<file path="src/rtl/seq_pkg.sv">
// Shared definitions for the serial pattern generator.
//   state_t  : FSM state encoding used by seq_gen
//   DEF_PAT  : pattern held in the shadow register after reset
//   clog2    : ceiling log2, used to size the bit index counter
package seq_pkg;

    typedef enum logic [1:0] {
        IDLE  = 2'b00,
        SHIFT = 2'b01,
        GAP   = 2'b10,
        DONE  = 2'b11
    } state_t;

    localparam logic [3:0] DEF_PAT = 4'b1011;

    function automatic int clog2(input int value);
        int result;
        int v;
        result = 0;
        v      = value - 1;
        while (v > 0) begin
            result = result + 1;
            v      = v >> 1;
        end
        return result;
    endfunction

endpackage

</file>
<file path="src/rtl/seq_piso.sv">
// Parallel-in, serial-out shift register, MSB first.
//   clock   : rising-edge clock
//   reset   : synchronous active-high reset, clears the register
//   load    : load par_in (takes priority over shift)
//   shift   : shift left by one, filling with 0
//   par_in  : parallel load value
//   ser_out : current MSB of the register (a register bit, so glitch-free)
module seq_piso #(
    parameter int PAT_W = 4
) (
    input  logic             clock,
    input  logic             reset,
    input  logic             load,
    input  logic             shift,
    input  logic [PAT_W-1:0] par_in,
    output logic             ser_out
);

    logic [PAT_W-1:0] shreg_reg;
    logic [PAT_W-1:0] shifted;

    // Zero fill means the register is empty once the last bit has moved out,
    // so ser_out naturally drops to 0 after a frame.
    assign shifted[0] = 1'b0;
    for (genvar gi = 1; gi < PAT_W; gi++) begin : g_shift
        assign shifted[gi] = shreg_reg[gi-1];
    end

    always_ff @(posedge clock) begin
        if (reset) begin
            shreg_reg <= '0;
        end else if (load) begin
            shreg_reg <= par_in;
        end else if (shift) begin
            shreg_reg <= shifted;
        end
    end

    assign ser_out = shreg_reg[PAT_W-1];

endmodule

</file>
<file path="src/rtl/seq_gen.sv">
// Serial pattern generator. Captures a PAT_W-bit pattern on start and sends
// it MSB first, one bit per clock, (repeat_cnt+1) times with gap_len idle
// cycles between frames, then pulses done for one cycle.
//   clock, reset : rising-edge clock, synchronous active-high reset
//   start        : transmit request, honoured only in IDLE
//   abort        : return to IDLE without a done pulse
//   pattern      : pattern to send, captured on the accepted start
//   repeat_cnt   : extra frames after the first
//   gap_len      : idle cycles between frames, 0 = back-to-back
//   seq_out      : serial data, 0 when not sending
//   seq_valid    : seq_out carries a pattern bit
//   busy         : transmission in progress (until, not including, done)
//   done         : one-cycle pulse after the last bit of the last frame
module seq_gen #(
    parameter int               PAT_W   = 4,
    parameter int               CNT_W   = 4,
    parameter logic [PAT_W-1:0] DEF_PAT = seq_pkg::DEF_PAT
) (
    input  logic             clock,
    input  logic             reset,
    input  logic             start,
    input  logic             abort,
    input  logic [PAT_W-1:0] pattern,
    input  logic [CNT_W-1:0] repeat_cnt,
    input  logic [CNT_W-1:0] gap_len,
    output logic             seq_out,
    output logic             seq_valid,
    output logic             busy,
    output logic             done
);
    import seq_pkg::*;

    localparam int              BI_W    = (clog2(PAT_W) < 1) ? 1 : clog2(PAT_W);
    localparam logic [BI_W-1:0] BIT_MAX = BI_W'(PAT_W - 1);

    state_t           state_reg, state_next;
    logic [BI_W-1:0]  bit_idx_reg, bit_idx_next;
    logic [CNT_W-1:0] frames_reg, frames_next;
    logic [CNT_W-1:0] gap_ctr_reg, gap_ctr_next;
    logic [CNT_W-1:0] gap_len_reg, gap_len_next;
    logic [PAT_W-1:0] pat_reg, pat_next;
    logic             seq_valid_reg, busy_reg, done_reg;

    logic             piso_load, piso_shift;
    logic [PAT_W-1:0] piso_par;

    // The PISO register is itself the seq_out register: it is loaded with the
    // pattern on the edge that presents the MSB, so there is no extra latency.
    seq_piso #(.PAT_W(PAT_W)) u_piso (
        .clock   (clock),
        .reset   (reset),
        .load    (piso_load),
        .shift   (piso_shift),
        .par_in  (piso_par),
        .ser_out (seq_out)
    );

    always_comb begin
        state_next   = state_reg;
        bit_idx_next = bit_idx_reg;
        frames_next  = frames_reg;
        gap_ctr_next = gap_ctr_reg;
        gap_len_next = gap_len_reg;
        pat_next     = pat_reg;
        piso_load    = 1'b0;
        piso_shift   = 1'b0;
        piso_par     = pat_reg;

        case (state_reg)
            IDLE: begin
                if (start && !abort) begin
                    state_next   = SHIFT;
                    pat_next     = pattern;
                    gap_len_next = gap_len;
                    frames_next  = repeat_cnt;
                    bit_idx_next = BIT_MAX;
                    piso_load    = 1'b1;
                    piso_par     = pattern;
                end
            end
            SHIFT: begin
                if (bit_idx_reg != '0) begin
                    bit_idx_next = bit_idx_reg - BI_W'(1);
                    piso_shift   = 1'b1;
                end else if (frames_reg == '0) begin
                    // Shifting out the LSB leaves the register all zero.
                    state_next = DONE;
                    piso_shift = 1'b1;
                end else if (gap_len_reg == '0) begin
                    bit_idx_next = BIT_MAX;
                    frames_next  = frames_reg - CNT_W'(1);
                    piso_load    = 1'b1;
                end else begin
                    state_next   = GAP;
                    gap_ctr_next = gap_len_reg;
                    piso_shift   = 1'b1;
                end
            end
            GAP: begin
                // gap_ctr holds the number of gap cycles left including this one.
                if (gap_ctr_reg <= CNT_W'(1)) begin
                    state_next   = SHIFT;
                    gap_ctr_next = '0;
                    bit_idx_next = BIT_MAX;
                    frames_next  = frames_reg - CNT_W'(1);
                    piso_load    = 1'b1;
                end else begin
                    gap_ctr_next = gap_ctr_reg - CNT_W'(1);
                end
            end
            DONE: begin
                state_next = IDLE;
            end
            default: begin
                state_next = IDLE;
            end
        endcase

        // Abort overrides everything outside IDLE; loading zero clears seq_out
        // on the same edge.
        if (abort && state_reg != IDLE) begin
            state_next   = IDLE;
            bit_idx_next = '0;
            frames_next  = '0;
            gap_ctr_next = '0;
            piso_load    = 1'b1;
            piso_shift   = 1'b0;
            piso_par     = '0;
        end
    end

    always_ff @(posedge clock) begin
        if (reset) begin
            state_reg     <= IDLE;
            bit_idx_reg   <= '0;
            frames_reg    <= '0;
            gap_ctr_reg   <= '0;
            gap_len_reg   <= '0;
            pat_reg       <= DEF_PAT;
            seq_valid_reg <= 1'b0;
            busy_reg      <= 1'b0;
            done_reg      <= 1'b0;
        end else begin
            state_reg     <= state_next;
            bit_idx_reg   <= bit_idx_next;
            frames_reg    <= frames_next;
            gap_ctr_reg   <= gap_ctr_next;
            gap_len_reg   <= gap_len_next;
            pat_reg       <= pat_next;
            seq_valid_reg <= (state_next == SHIFT);
            busy_reg      <= (state_next == SHIFT) || (state_next == GAP);
            done_reg      <= (state_next == DONE);
        end
    end

    assign seq_valid = seq_valid_reg;
    assign busy      = busy_reg;
    assign done      = done_reg;

endmodule

</file>
<file path="config.mk">
export PLATFORM = sky130hd
export DESIGN_NAME = seq_gen
export DESIGN_NICKNAME = d
export VERILOG_FILES = /design/src/rtl/seq_pkg.sv /design/src/rtl/seq_piso.sv /design/src/rtl/seq_gen.sv
export SDC_FILE = /design/constraint.sdc
export NUM_CORES = 1
export LEC_CHECK = 0
export ABC_CLOCK_PERIOD_IN_PS = 2500
export BUFFER_PORTS_ARGS = -buffer_cell sky130_fd_sc_hd__buf_2
export CAP_MARGIN = 15
export CORE_MARGIN = 2
export CORE_UTILIZATION = 45
export DETAILED_ROUTE_END_ITERATION = 8
export SLEW_MARGIN = 15
export SYNTH_ARGS = -nofsm -noshare
export SYNTH_HDL_FRONTEND = slang
export SYNTH_HIERARCHICAL = 1
export SYNTH_SLANG_ARGS = --single-unit
</file>
<file path="constraint.sdc">
create_clock -name clock -period 2.5 [get_ports clock]
set_input_delay 0.125 -clock clock [delete_from_list [all_inputs] [get_ports clock]]
set_output_delay 0.125 -clock clock [all_outputs]
set_load 0.02 [all_outputs]
</file>
# After elaboration in Yosys (flattened, before gate mapping)
# Index checks and enable logic that the tools add are counted.
[totals]
out_inout_bits = 4
word_cells = 86
regBits = 27
input_bits = 16
[op_classes]
n_reduce_logical = 17
muxes = 41
eq_ne = 14
add_sub_neg = 3
order_cmp = 1
[op_table]
columns = ["op", "count"]
rows = [
  ["$mux W4", 14],
  ["$mux W2", 11],
  ["$ne A2 B2 Y1 const B", 6],
  ["$pmux W4 S3", 1],
  ["$mux W1", 11],
  ["$eq A2 B2 Y1 const B", 4],
  ["$logic_not A4 Y1", 2],
  ["$pmux W2 S4", 1],
  ["$pmux W4 S2", 1],
  ["$reduce_bool A2 Y1", 4],
  ["$sub A4 B1 Y4 const B", 2],
  ["$ne A3 B3 Y1 const B", 2],
  ["$pmux W2 S3", 1],
  ["$reduce_and A6 Y1", 1],
  ["$reduce_and A5 Y1", 1],
  ["$eq A2 B1 Y1 const B", 2],
  ["$le A4 B1 Y1 const B", 1],
  ["$reduce_and A4 Y1", 1],
  ["$pmux W1 S3", 1],
  ["$reduce_bool A3 Y1", 1],
  ["$logic_and A1 B1 Y1", 2],
  ["$logic_not A2 Y1", 1],
  ["$reduce_and A2 Y1", 1],
  ["$reduce_or A2 Y1", 1],
  ["3 further kinds", 3],
]

# Logic depth before layout (Yosys ltp)
# Gate-level depths: netlist of the first run.
[logic_depth]
depth_word = 8
ltp_mapped = 9
depth_no_buf = 8

# Modules after synthesis
# The synthesis of the first run kept the hierarchy.
[by_module_without_submodules]
columns = ["module", "seq_area_each_um2", "cells_per_inst", "n_inst", "area_per_inst_um2"]
rows = [
  ["seq_gen", 460.4, 181, 1, 1473.9],
  ["seq_piso", 80.1, 17, 1, 172.7],
]

# Worst setup path after synthesis of the first run
# Ideal clock, no wire load.
[synth_path]
path_type = "reg2reg"
startpoint = "register state_reg[0]"
endpoint = "register u_piso.shreg_reg[0]"
stages_incl_launch_ff = 10
required_ps = 2430
path_buffers = 1
slack_ps = 185
setup_ps = 70
t_arrival_ps = 2246
synth_period_minus_slack_ps = 2315
path_cell_list = "dfxtp_1 -> inv_1 -> ha_1 -> clkdlybuf4s50_2 -> inv_1 -> nor4_1 -> a311oi_1 -> o21ai_0 -> or3b_1 -> a21oi_1"
[synth_via]
elab_chain_len = 4
elab_cells_between_ends = 13
classes_between = "eq/ne (2); mux (7); reduce/logical (4)"
[synth_lines]
columns = ["item", "line_no", "rtl"]
rows = [
  ["start: declaration", "seq_gen.sv:36", "state_t state_reg, state_next;"],
  ["start signal: assignment", "seq_gen.sv:144", "state_reg <= state_next;"],
  ["$eq A2 B2 Y1, or another cell as far along", "seq_gen.sv:69", "case (state_reg)"],
  ["$pmux W1 S3 or $logic_and A1 B1 Y1 (tied branches)", "seq_gen.sv:69, seq_gen.sv:121", ""],
  ["$mux W1 (*)", "seq_gen.sv:121", "if (abort && state_reg != IDLE) begin"],
  ["net piso_load", "seq_gen.sv:44", "logic piso_load, piso_shift;"],
  ["$mux W4 or $reduce_bool A2 Y1 (tied branches)", "--", ""],
  ["end signal: assignment", "seq_piso.sv:33", "shreg_reg <= par_in;"],
  ["end signal: assignment", "seq_piso.sv:35", "shreg_reg <= shifted;"],
  ["end: declaration", "seq_piso.sv:19", "logic [PAT_W-1:0] shreg_reg;"],
]
# Mark *: on every way through the listed nets, which the timed path passes. The rest lies on a longest branch.
# A chain may end at the register's enable or synchronous reset.

# Worst setup path after layout of the first run
[layout_path]
startpoint = "register gap_len_reg[0]"
endpoint = "register frames_reg[0]"
[layout_via]
elab_chain_len = 3
[layout_lines]
columns = ["item", "line_no", "rtl"]
rows = [
  ["start: declaration", "seq_gen.sv:40", "logic [CNT_W-1:0] gap_len_reg, gap_len_next;"],
  ["start signal: assignment", "seq_gen.sv:148", "gap_len_reg <= gap_len_next;"],
  ["$logic_not A4 Y1", "seq_gen.sv:89", "end else if (gap_len_reg == '0) begin"],
  ["$ne A2 B2 Y1 (no line)", "--", ""],
  ["$reduce_and A6 Y1 (no line)", "--", ""],
  ["end signal: assignment", "seq_gen.sv:146", "frames_reg <= frames_next;"],
  ["end: declaration", "seq_gen.sv:38", "logic [CNT_W-1:0] frames_reg, frames_next;"],
]
# No other way between the ends.

==> impl_metrics.py, run 1 <==
metrics = {
    "critical_path": {
        "crit_chain": "or4_1 -> o31a_1 -> or3_4 -> o311a_1",
        "cpPeakStageDelay_ps": 670,
        "slowest_stage": "or4_1",
        "start_kind": "register",
        "crit_type": "register to register",
        "critPathRequiredTime_ps": 2740,
        "cp.arrival_ps": 2470,
        "crit_family": "simple AND/OR/NAND/NOR gates",
        "crit_path_max_fanout": 7,
        "critPathCaptureType": "register",
        "path_buf_inv": 0,
    },
    "clock_network": {
        "path_clk_slew_ps": 160,
        "htreeDepth": 1,
        "clock_path_buffers": 2,
        "cts_buffers": 3,
        "clock_sinks": 27,
        "worst_skew_pair.late_latency_ps": 330,
        "cts_tree": "done",
        "clock_tree.root_cell": "clkbuf_4",
    },
    "placed_design": {
        "dpl.hpwl_mm": 2.93,
        "gp_congestion": 0.851,
        "port_buffers": 19,
        "dp.cells": 258,
        "dp_slack_ps": 297,
    },
    "pwr": {
        "p_total_mw": 1.00,
        "leakage_nw": 0.714,
        "power_density_nw_per_um2": 552,
        "ir_drop_mv": 0.296,
    },
    "sta": {
        "setup_viol": 0,
        "hold_viol": 0,
        "tns_ps": 0,
        "timing.final.ws_setup_ps": 269,
        "fin_crit_sh_pct": 89.3,
        "maxSlewViolCount": 0,
        "fmax_mhz": 448,
        "worstMarginPinSlew_ps": 609,
        "clock_skew_ps": 8.56,
        "fin_crit_ps": 2230,
        "slew_headroom_pct": 59.0,
        "grt_setup_unrepaired": "no",
    },
    "floorplan": {
        "coreArea_um2": 3420,
        "die-area_um2": 4160,
        "chipWidth_um": 64.5,
        "rows": 21,
        "io_pins": 20,
        "start_util_pct": 48.2,
        "die_h_um": 64.5,
    },
    "finish": {
        "drive_above_1_share_pct": 16.1,
        "fillerInstances": 355,
        "n_antenna_cell": 0,
        "nets": 245,
        "syn_to_final_growth_pct": 10.3,
        "fin_util_pct": 53.2,
        "register_area_um2": 541,
        "multi_input_area_um2": 971,
        "layoutNonFillerInstCount": 264,
    },
    "synthesis": {
        "yosysWarnings": 6,
        "syn_avg_cell_area_um2": 8.32,
        "async_flop_share_pct": 0,
        "ys_ff_latch": 27,
        "netlist_area_um2": 1650,
        "synth_edf_count": 0,
        "synth_nets": 224,
        "yosys_most_used_dff": "dfxtp_1",
        "synth_seq_area_share_pct": 32.8,
        "syn_inst": 198,
        "ys_types": 47,
    },
    "global_routing": {
        "grt_pass1_vias": 1450,
        "busiest_layer": "met2",
        "gr-usage-met1_pct": 25.9,
        "use_met2_pct": 34.1,
        "grt_pass1_wl_mm": 6.58,
        "antenna_found_initial": 0,
        "globalRouteOverflowTotal": 0,
        "gr-usage-met3_pct": 2.60,
        "track_usage_pct": 19.9,
        "grt_max_degree": 19,
    },
    "route": {
        "avgRoutedWirePerCell_um": 14.6,
        "wirelength_mm": 3.86,
        "via_per_inst": 5.69,
        "drt_iter0_markers": 108,
        "drt_first_pass_iters": 4,
        "drc": 0,
        "vias": 1501,
        "ant_nets": 0,
    },
    "run_status": {
        "outcome": "finished, final reports clean",
    },
    "run": {
        "drv_cap": 0,
    },
    "min_path": {
        "min_path_type": "input pin to register",
    },
}
==> area by class of cell <==
type                       instances  area share, %
tap                               46           3.17
multi-input combinational        144           53.5
clock buffer                       3           1.24
sequential                        27           29.8
inverter                          17           3.51
timing repair buffer              26           8.41
clock inverter                     1          0.414
==> per-layer routing <==
metal	up-vias	share of wire, %
met1	707	48
met4	0	1.2
li1	759	-
met5	-	0
met3	4	2.8
met2	31	48
==> placed cells by master, fill, tap and decap left out, types with 5 or more instances in the layout <==
cell / count
a211oi_1: 9
a21oi_1: 16
buf_2: 19
buf_4: 5
dfxtp_1: 27
ha_1: 10
inv_1: 17
mux2i_1: 6
nand2_1: 23
nor2_1: 10
nor2b_1: 8
nor4_1: 5
o21ai_0: 6
==> metrics by stage <==
| stage | area, µm² | hold slack, ps |
|---|---|---|
| CTS | 1820 | 2.39 |
| floorplan | 1650 | 194 |
| detailed placement | 1770 | 351 |
| global route | 1820 | 7.07 |
| finish | 1820 | 10.7 |
| global placement | 1770 | 347 |
==> worst min-delay path, stage by stage <==
cell,delay [ps]
buf_2,100
nand2_1,50
a21oi_1,50
==> power breakdown <==
group | switching, mW | total (mW) | internal [mW]
clock network | 0.140 | 0.202 | 0.0611
registers | 0.0276 | 0.497 | 0.469
logic | 0.178 | 0.304 | 0.127
==> path summary, 6_finish.rpt <==
kind / start / endpoint / cells past startpoint / slack (ps)
min reg2reg: gap_len_reg[1] / gap_len_reg[1] / 2 / 490
max: gap_len_reg[0] / frames_reg[0] / 4 / 270
min: gap_len[2] / gap_len_reg[2] / 3 / 10
max reg2reg: gap_len_reg[0] / frames_reg[0] / 4 / 270
==> Yosys cell counts (3+ instances only) <==
cell type	n	area, µm²
and2_1	4	25.0
o21ai_0	7	35.0
nor2_1	10	37.5
o31a_1	3	26.3
clkbuf_1	3	11.3
inv_1	17	63.8
dfxtp_1	27	541
a211oi_1	9	67.6
nand2b_1	3	18.8
mux2i_1	6	60.1
a211o_1	3	26.3
ha_1	10	125
a22oi_1	4	30.0
nor2b_1	8	50.1
o211ai_1	4	30.0
nand2_1	23	86.3
a21oi_1	16	80.1
nor4_1	5	31.3
==> cell families (layout without fill, tap and decap cells) <==
family,after synthesis,in the layout,synth area share (%)
AND/OR/NAND/NOR,62,62,19.4
adder cells (fa/ha/maj),10,10,7.60
AO/OA/AOI/OAI,66,66,28.3
multiplexers,6,6,3.65
flip-flops,27,27,32.8
buffers and inverters,27,47,8.21
==> repair_timing <==
item / in CTS / in global routing
endpoints found under the setup margin: 0 / 2
endpoints found under the hold margin: 2 / 0
gates resized for setup: 0 / 1
buffers inserted: 0 / 0
hold buffers: 2 / 0
(Power assumes the default switching activity.)
==> inputs of run 2 (changes only) <==
--- a/config.mk
+++ b/config.mk
@@ -5,6 +5,7 @@
 export SDC_FILE = /design/constraint.sdc
 export NUM_CORES = 1
 export LEC_CHECK = 0
+export ABC_AREA = 1
 export ABC_CLOCK_PERIOD_IN_PS = 2500
 export BUFFER_PORTS_ARGS = -buffer_cell sky130_fd_sc_hd__buf_2
 export CAP_MARGIN = 15
==> impl_metrics.py, run 2 <==
metrics = {
    "critical_path": {
        "critPathCaptureType": "register",
        "r2r-end": "u_piso/shreg_reg[2]",
        "cp.arrival_ps": 2360,
        "crit_family": "simple AND/OR/NAND/NOR gates",
        "rr_startpoint": "state_reg[0]",
        "critPathRequiredTime_ps": 2790,
        "cpPeakStageDelay_ps": 450,
        "slowest_stage": "dfxtp_1",
        "path_buf_inv": 1,
        "crit_path_max_fanout": 11,
        "r2r_setup_slack_ps": 420,
        "crit_top_cell": "nand2_1",
        "start_kind": "register",
        "reg2regPathDepth": 9,
        "crit_type": "register to register",
        "crit_chain": "inv_1 -> ha_1 -> nand2_1 -> nand3_1 -> nand2_1 -> nand2_1 -> nor2_2 -> nand2_1 -> a21oi_2",
    },
    "finish": {
        "syn_to_final_growth_pct": 10.2,
        "nets": 291,
        "final_common_cell": "nand2_1",
        "fin_area_um2": 1800,
        "fin_util_pct": 52.7,
        "drive_above_1_share_pct": 17.0,
        "layout_common_cells": "nand2_1, nor2_1, inv_1, dfxtp_1, buf_2",
        "n_antenna_cell": 0,
    },
    "clock_network": {
        "hold_buffers": 0,
        "cts_buffers": 3,
        "htreeDepth": 1,
        "path_clk_slew_ps": 150,
        "post_cts_resized": 0,
        "cts_setup_buffers": 0,
        "cts_tree": "done",
        "clock_path_buffers": 2,
        "worst_skew_pair.late_latency_ps": 330,
        "clock_tree.root_cell": "clkbuf_4",
        "clock_sinks": 27,
    },
    "global_routing": {
        "grt_pass1_wl_mm": 5.86,
        "track_usage_pct": 17.7,
        "grt_pass1_vias": 1375,
        "antenna_found_initial": 0,
        "globalRouteOverflowTotal": 0,
        "grt_max_degree": 16,
    },
    "synthesis": {
        "async_flop_share_pct": 0,
        "yosys.area_share.simple_pct": 36.4,
        "syn_avg_cell_area_um2": 6.70,
        "synth-xor-area-share_pct": 1.61,
        "synth_seq_area_share_pct": 33.1,
        "yosysTopAreaCellShare_pct": 33.1,
        "synth_edf_count": 0,
        "ys_types": 29,
        "synth_area_leaders": "dfxtp_1, nand2_1, nor2_1",
        "netlist_area_um2": 1640,
        "synthMuxAreaShare_pct": 3.06,
        "synth_nets": 270,
        "syn_inst": 244,
        "synth_top_family_by_area": "simple AND/OR/NAND/NOR gates",
        "synthAdderAreaFrac_pct": 7.65,
        "synth_common_cells": "nand2_1, nor2_1, inv_1",
        "ys_ff_latch": 27,
        "synth_most_common_cell": "nand2_1",
        "synth_compound_area_share_pct": 7.73,
        "synth.largest_area_cell": "dfxtp_1",
        "yosys_most_used_dff": "dfxtp_1",
        "yosysWarnings": 6,
    },
    "floorplan": {
        "io_pins": 20,
        "rows": 21,
        "die-area_um2": 4130,
        "die_h_um": 64.3,
        "coreArea_um2": 3420,
        "start_util_pct": 47.9,
        "chipWidth_um": 64.3,
    },
    "sta": {
        "hold_viol": 0,
        "maxSlewViolCount": 0,
        "setup_viol": 0,
        "fmax_mhz": 482,
        "tns_ps": 0,
        "grt_setup_unrepaired": "no",
        "fin_crit_sh_pct": 83.0,
        "fin_crit_ps": 2080,
        "slew_headroom_pct": 68.1,
        "clock_skew_ps": 3.88,
        "worstMarginPinSlew_ps": 478,
    },
    "run": {
        "drv_cap": 0,
    },
    "min_path": {
        "min_path_type": "input pin to register",
        "hold_depth": 3,
        "whs_endpoint": "pat_reg[0]",
        "min_from": "pattern[0]",
    },
    "route": {
        "avgRoutedWirePerCell_um": 10.3,
        "drt_first_pass_iters": 4,
        "drc": 0,
        "via_per_inst": 4.59,
        "vias": 1424,
        "wirelength_mm": 3.20,
        "drt_iter0_markers": 63,
        "ant_nets": 0,
    },
    "placed_design": {
        "port_buffers": 19,
        "place_area_um2": 1770,
        "gp_congestion": 0.823,
        "dpl.hpwl_mm": 2.48,
    },
    "pwr": {
        "leakage_nw": 0.975,
        "p_total_mw": 1.57,
        "ir_drop_mv": 0.398,
        "power_density_nw_per_um2": 873,
    },
    "run_status": {
        "outcome": "finished, final reports clean",
    },
}
run 2: worst max path at each step:
| stage | start | to | slack [ps] | depth (start not counted) |
|---|---|---|---|---|
| 2_1_floorplan | state_reg[0] | u_piso/shreg_reg[2] | 790 | 11 |
| 3_3_place_gp | state_reg[0] | u_piso/shreg_reg[2] | 560 | 9 |
| 3_5_place_dp | state_reg[0] | u_piso/shreg_reg[2] | 470 | 9 |
| 4_1_cts | state_reg[0] | u_piso/shreg_reg[2] | 420 | 9 |
| 5_1_grt | state_reg[0] | u_piso/shreg_reg[3] | 150 | 11 |
| 6_report | state_reg[0] | u_piso/shreg_reg[2] | 420 | 9 |
run 2: layout make-up:
cell class | instances | area (µm²)
fillers | 359 | 1610
multi-input cells | 174 | 923
flip-flops and latches | 27 | 541
inverters | 38 | 143
repair buffers | 21 | 110
well taps | 46 | 57.6
clock buffers | 3 | 22.5
clock inverters | 1 | 5.00
run 2: worst min-delay path, cell delays in order:
cell     delay, ps
buf_2           80
mux2i_1         80
nand2_1         60
run 2: layer usage:
metal | share of wire, % | track usage, %
met5 | 0 | 0
met4 | 1.4 | 5.59
met3 | 2.4 | 2.11
met2 | 44 | 28.9
met1 | 52 | 24.2
run 2: power by group:
group	switching, mW	total, mW	internal, mW
Sequential	0.0570	0.579	0.522
Clock	0.138	0.198	0.0602
Combinational	0.501	0.796	0.295
Total	0.696	1.57	0.877
run 2: cell families after synthesis:
group | after synthesis
and+or+nand+nor | 136
buffers and inverters | 43
DFF | 27
AOI/OAI and AO/OA | 20
adders and majority gates | 10
muxes | 5
xor gates and xnor gates | 3
run 2: metrics by stage:
stage	cells	setup WS (ps)	hold WS (ps)
final	310	424	25.7
after floorplan	244	786	187
after global placement	306	560	373
after global routing	310	152	20.3
after detailed placement	306	474	372
after CTS	310	419	14.6
==> inputs of run 3 (changes only) <==
--- a/config.mk
+++ b/config.mk
@@ -6,12 +6,13 @@
 export NUM_CORES = 1
 export LEC_CHECK = 0
 export ABC_AREA = 1
-export ABC_CLOCK_PERIOD_IN_PS = 2500
+export ABC_CLOCK_PERIOD_IN_PS = 1900
 export BUFFER_PORTS_ARGS = -buffer_cell sky130_fd_sc_hd__buf_2
 export CAP_MARGIN = 15
 export CORE_MARGIN = 2
 export CORE_UTILIZATION = 45
 export DETAILED_ROUTE_END_ITERATION = 8
+export PLACE_DENSITY = 0.67
 export SLEW_MARGIN = 15
 export SYNTH_ARGS = -nofsm -noshare
 export SYNTH_HDL_FRONTEND = slang
==> constraint.sdc (replaced) <==
create_clock -name clock -period 1.9 [get_ports clock]
set_input_delay 0.095 -clock clock [delete_from_list [all_inputs] [get_ports clock]]
set_output_delay 0.095 -clock clock [all_outputs]
set_load 0.02 [all_outputs]
==> impl_metrics.py, run 3 (synthesized netlist as in run 2, its figures left out) <==
metrics = {
    "floorplan": {
        "rows": 21,
        "chipWidth_um": 64.3,
        "coreArea_um2": 3420,
        "die_h_um": 64.3,
        "start_util_pct": 47.9,
        "io_pins": 20,
        "die-area_um2": 4130,
    },
    "global_routing": {
        "grt_pass1_wl_mm": 6.03,
        "globalRouteOverflowTotal": 0,
        "grt_max_degree": 16,
        "track_usage_pct": 18.3,
        "grt_pass1_vias": 1453,
        "antenna_found_initial": 0,
    },
    "finish": {
        "syn_to_final_growth_pct": 14.5,
        "n_antenna_cell": 0,
        "layout_common_cells": "nand2_1, nor2_1, inv_1, dfxtp_1, buf_2",
        "final_common_cell": "nand2_1",
        "drive_above_1_share_pct": 18.5,
        "layoutNonFillerInstCount": 317,
        "nets": 298,
    },
    "pwr": {
        "pwr-share-clk_pct": 12.6,
        "power_density_nw_per_um2": 1130,
        "p_seq_share_pct": 35.7,
        "switching_share_pct": 44.0,
        "power.switching_uw": 931,
        "ir_drop_mv": 0.588,
        "leakage_nw": 1.01,
        "p_int_mw": 1.19,
        "comb_power_share_pct": 51.7,
        "p_total_mw": 2.12,
    },
    "sta": {
        "fmax_mhz": 583,
        "setup_viol": 0,
        "fin_crit_sh_pct": 90.3,
        "slew_headroom_pct": 51.2,
        "timing.final.ws_setup_ps": 185,
        "tns_ps": 0,
        "maxSlewViolCount": 0,
        "clock_skew_ps": 3.56,
        "grt_setup_unrepaired": "no",
        "hold_viol": 0,
        "hold-worst-slack_ps": 13.1,
        "worstMarginPinSlew_ps": 729,
        "fin_crit_ps": 1720,
    },
    "critical_path": {
        "cpPeakStageDelay_ps": 370,
        "crit_path_max_fanout": 6,
        "cp.arrival_ps": 2010,
        "critPathRequiredTime_ps": 2190,
        "crit_top_cell": "nand2_1",
        "crit_type": "register to register",
        "crit_chain": "inv_1 -> ha_1 -> inv_1 -> nand2_1 -> nand2_2 -> nand2_4 -> nand3_1 -> nand3_1 -> nand2_1 -> nand2_1 -> ha_1 -> nor2_1",
        "crit_family": "simple AND/OR/NAND/NOR gates",
        "critPathCaptureType": "register",
        "slowest_stage": "dfxtp_2",
        "start_kind": "register",
        "path_buf_inv": 2,
    },
    "route": {
        "vias": 1475,
        "wirelength_mm": 3.31,
        "drt_iter0_markers": 86,
        "ant_nets": 0,
        "avgRoutedWirePerCell_um": 10.4,
        "drc": 0,
        "drt_first_pass_iters": 4,
        "via_per_inst": 4.65,
    },
    "placed_design": {
        "gp_congestion": 0.822,
        "dp_slack_ps": 154,
        "dpl.hpwl_mm": 2.54,
        "port_buffers": 19,
        "dp.cells": 309,
    },
    "clock_network": {
        "cts_buffers": 3,
        "path_clk_slew_ps": 150,
        "clock_sinks": 27,
        "worst_skew_pair.late_latency_ps": 340,
        "cts_tree": "done",
        "clock_path_buffers": 2,
        "htreeDepth": 1,
        "clock_tree.root_cell": "clkbuf_4",
        "cts_setup_buffers": 0,
    },
    "min_path": {
        "min_path_type": "input pin to register",
    },
    "run_status": {
        "outcome": "finished, final reports clean",
    },
    "run": {
        "drv_cap": 0,
    },
}
[run 3: cell types whose count changed in the layout (fill, tap and decap cells not counted)]
cell           previous run  this run
buf_4                     2         5
dfxtp_1                  27        26
dfxtp_2                   0         1
dlygate4sd3_1             0         4
ha_1                     10         9
ha_2                      0         1
nor2_2                    2         1
nor2_4                    2         3
[run 3: power groups by stage]
stage | registers [mW] | clock network (mW) | logic (mW)
after floorplan | 0.788 | 0 | 0.830
after global placement | 0.768 | 0 | 1.06
after detailed placement | 0.770 | 0 | 1.07
after CTS | 0.757 | 0.273 | 1.09
after global routing | 0.775 | 0.291 | 1.27
final | 0.756 | 0.266 | 1.09
[run 3: metrics by stage]
step | util (%) | area [µm²]
detailed placement | 52.6 | 1800
finish | 54.8 | 1870
CTS | 54.6 | 1860
floorplan | - | 1640
global placement | 52.6 | 1800
global route | 54.8 | 1870
[run 3: cell type report]
type,instances,area (µm²)
clock buffer,3,22.5
timing repair buffer,28,173
clock inverter,1,5.00
sequential,27,542
inverter,38,143
tap,46,57.6
multi-input combinational,174,931
fill,366,1540
[run 3: worst paths after layout]
check	startpoint	endpoint	slack, ps	cells after the start
setup / recovery	gap_ctr_reg[0]	busy	180	12
hold / removal	gap_len[3]	gap_len_reg[3]	10	3
setup reg to reg	gap_ctr_reg[0]	busy	180	12
hold reg to reg	u_piso/shreg_reg[0]	u_piso/shreg_reg[0]	490	2
[run 3: what timing repair did]
item	CTS	global route
endpoints found under the hold margin	4	0
setup endpoints to repair	0	18
resized for setup	0	3
hold buffers	4	0
[run 3: routing by layer]
metal	GRT usage [%]	wire [µm]	vias to the layer above
met2	31.4	1510	18
li1	-	-	809
met1	23.2	1660	643
met3	2.29	78	5
met5	0	0	-
met4	7.18	54	0
[run 3: worst reg2reg max path: cells and delay by family (launching register included)]
kind	cells	cell delay [ps]
adder cells (fa/ha/maj)	2	500
flip-flops	1	370
AND/OR/NAND/NOR	8	700
buffers and inverters	2	130
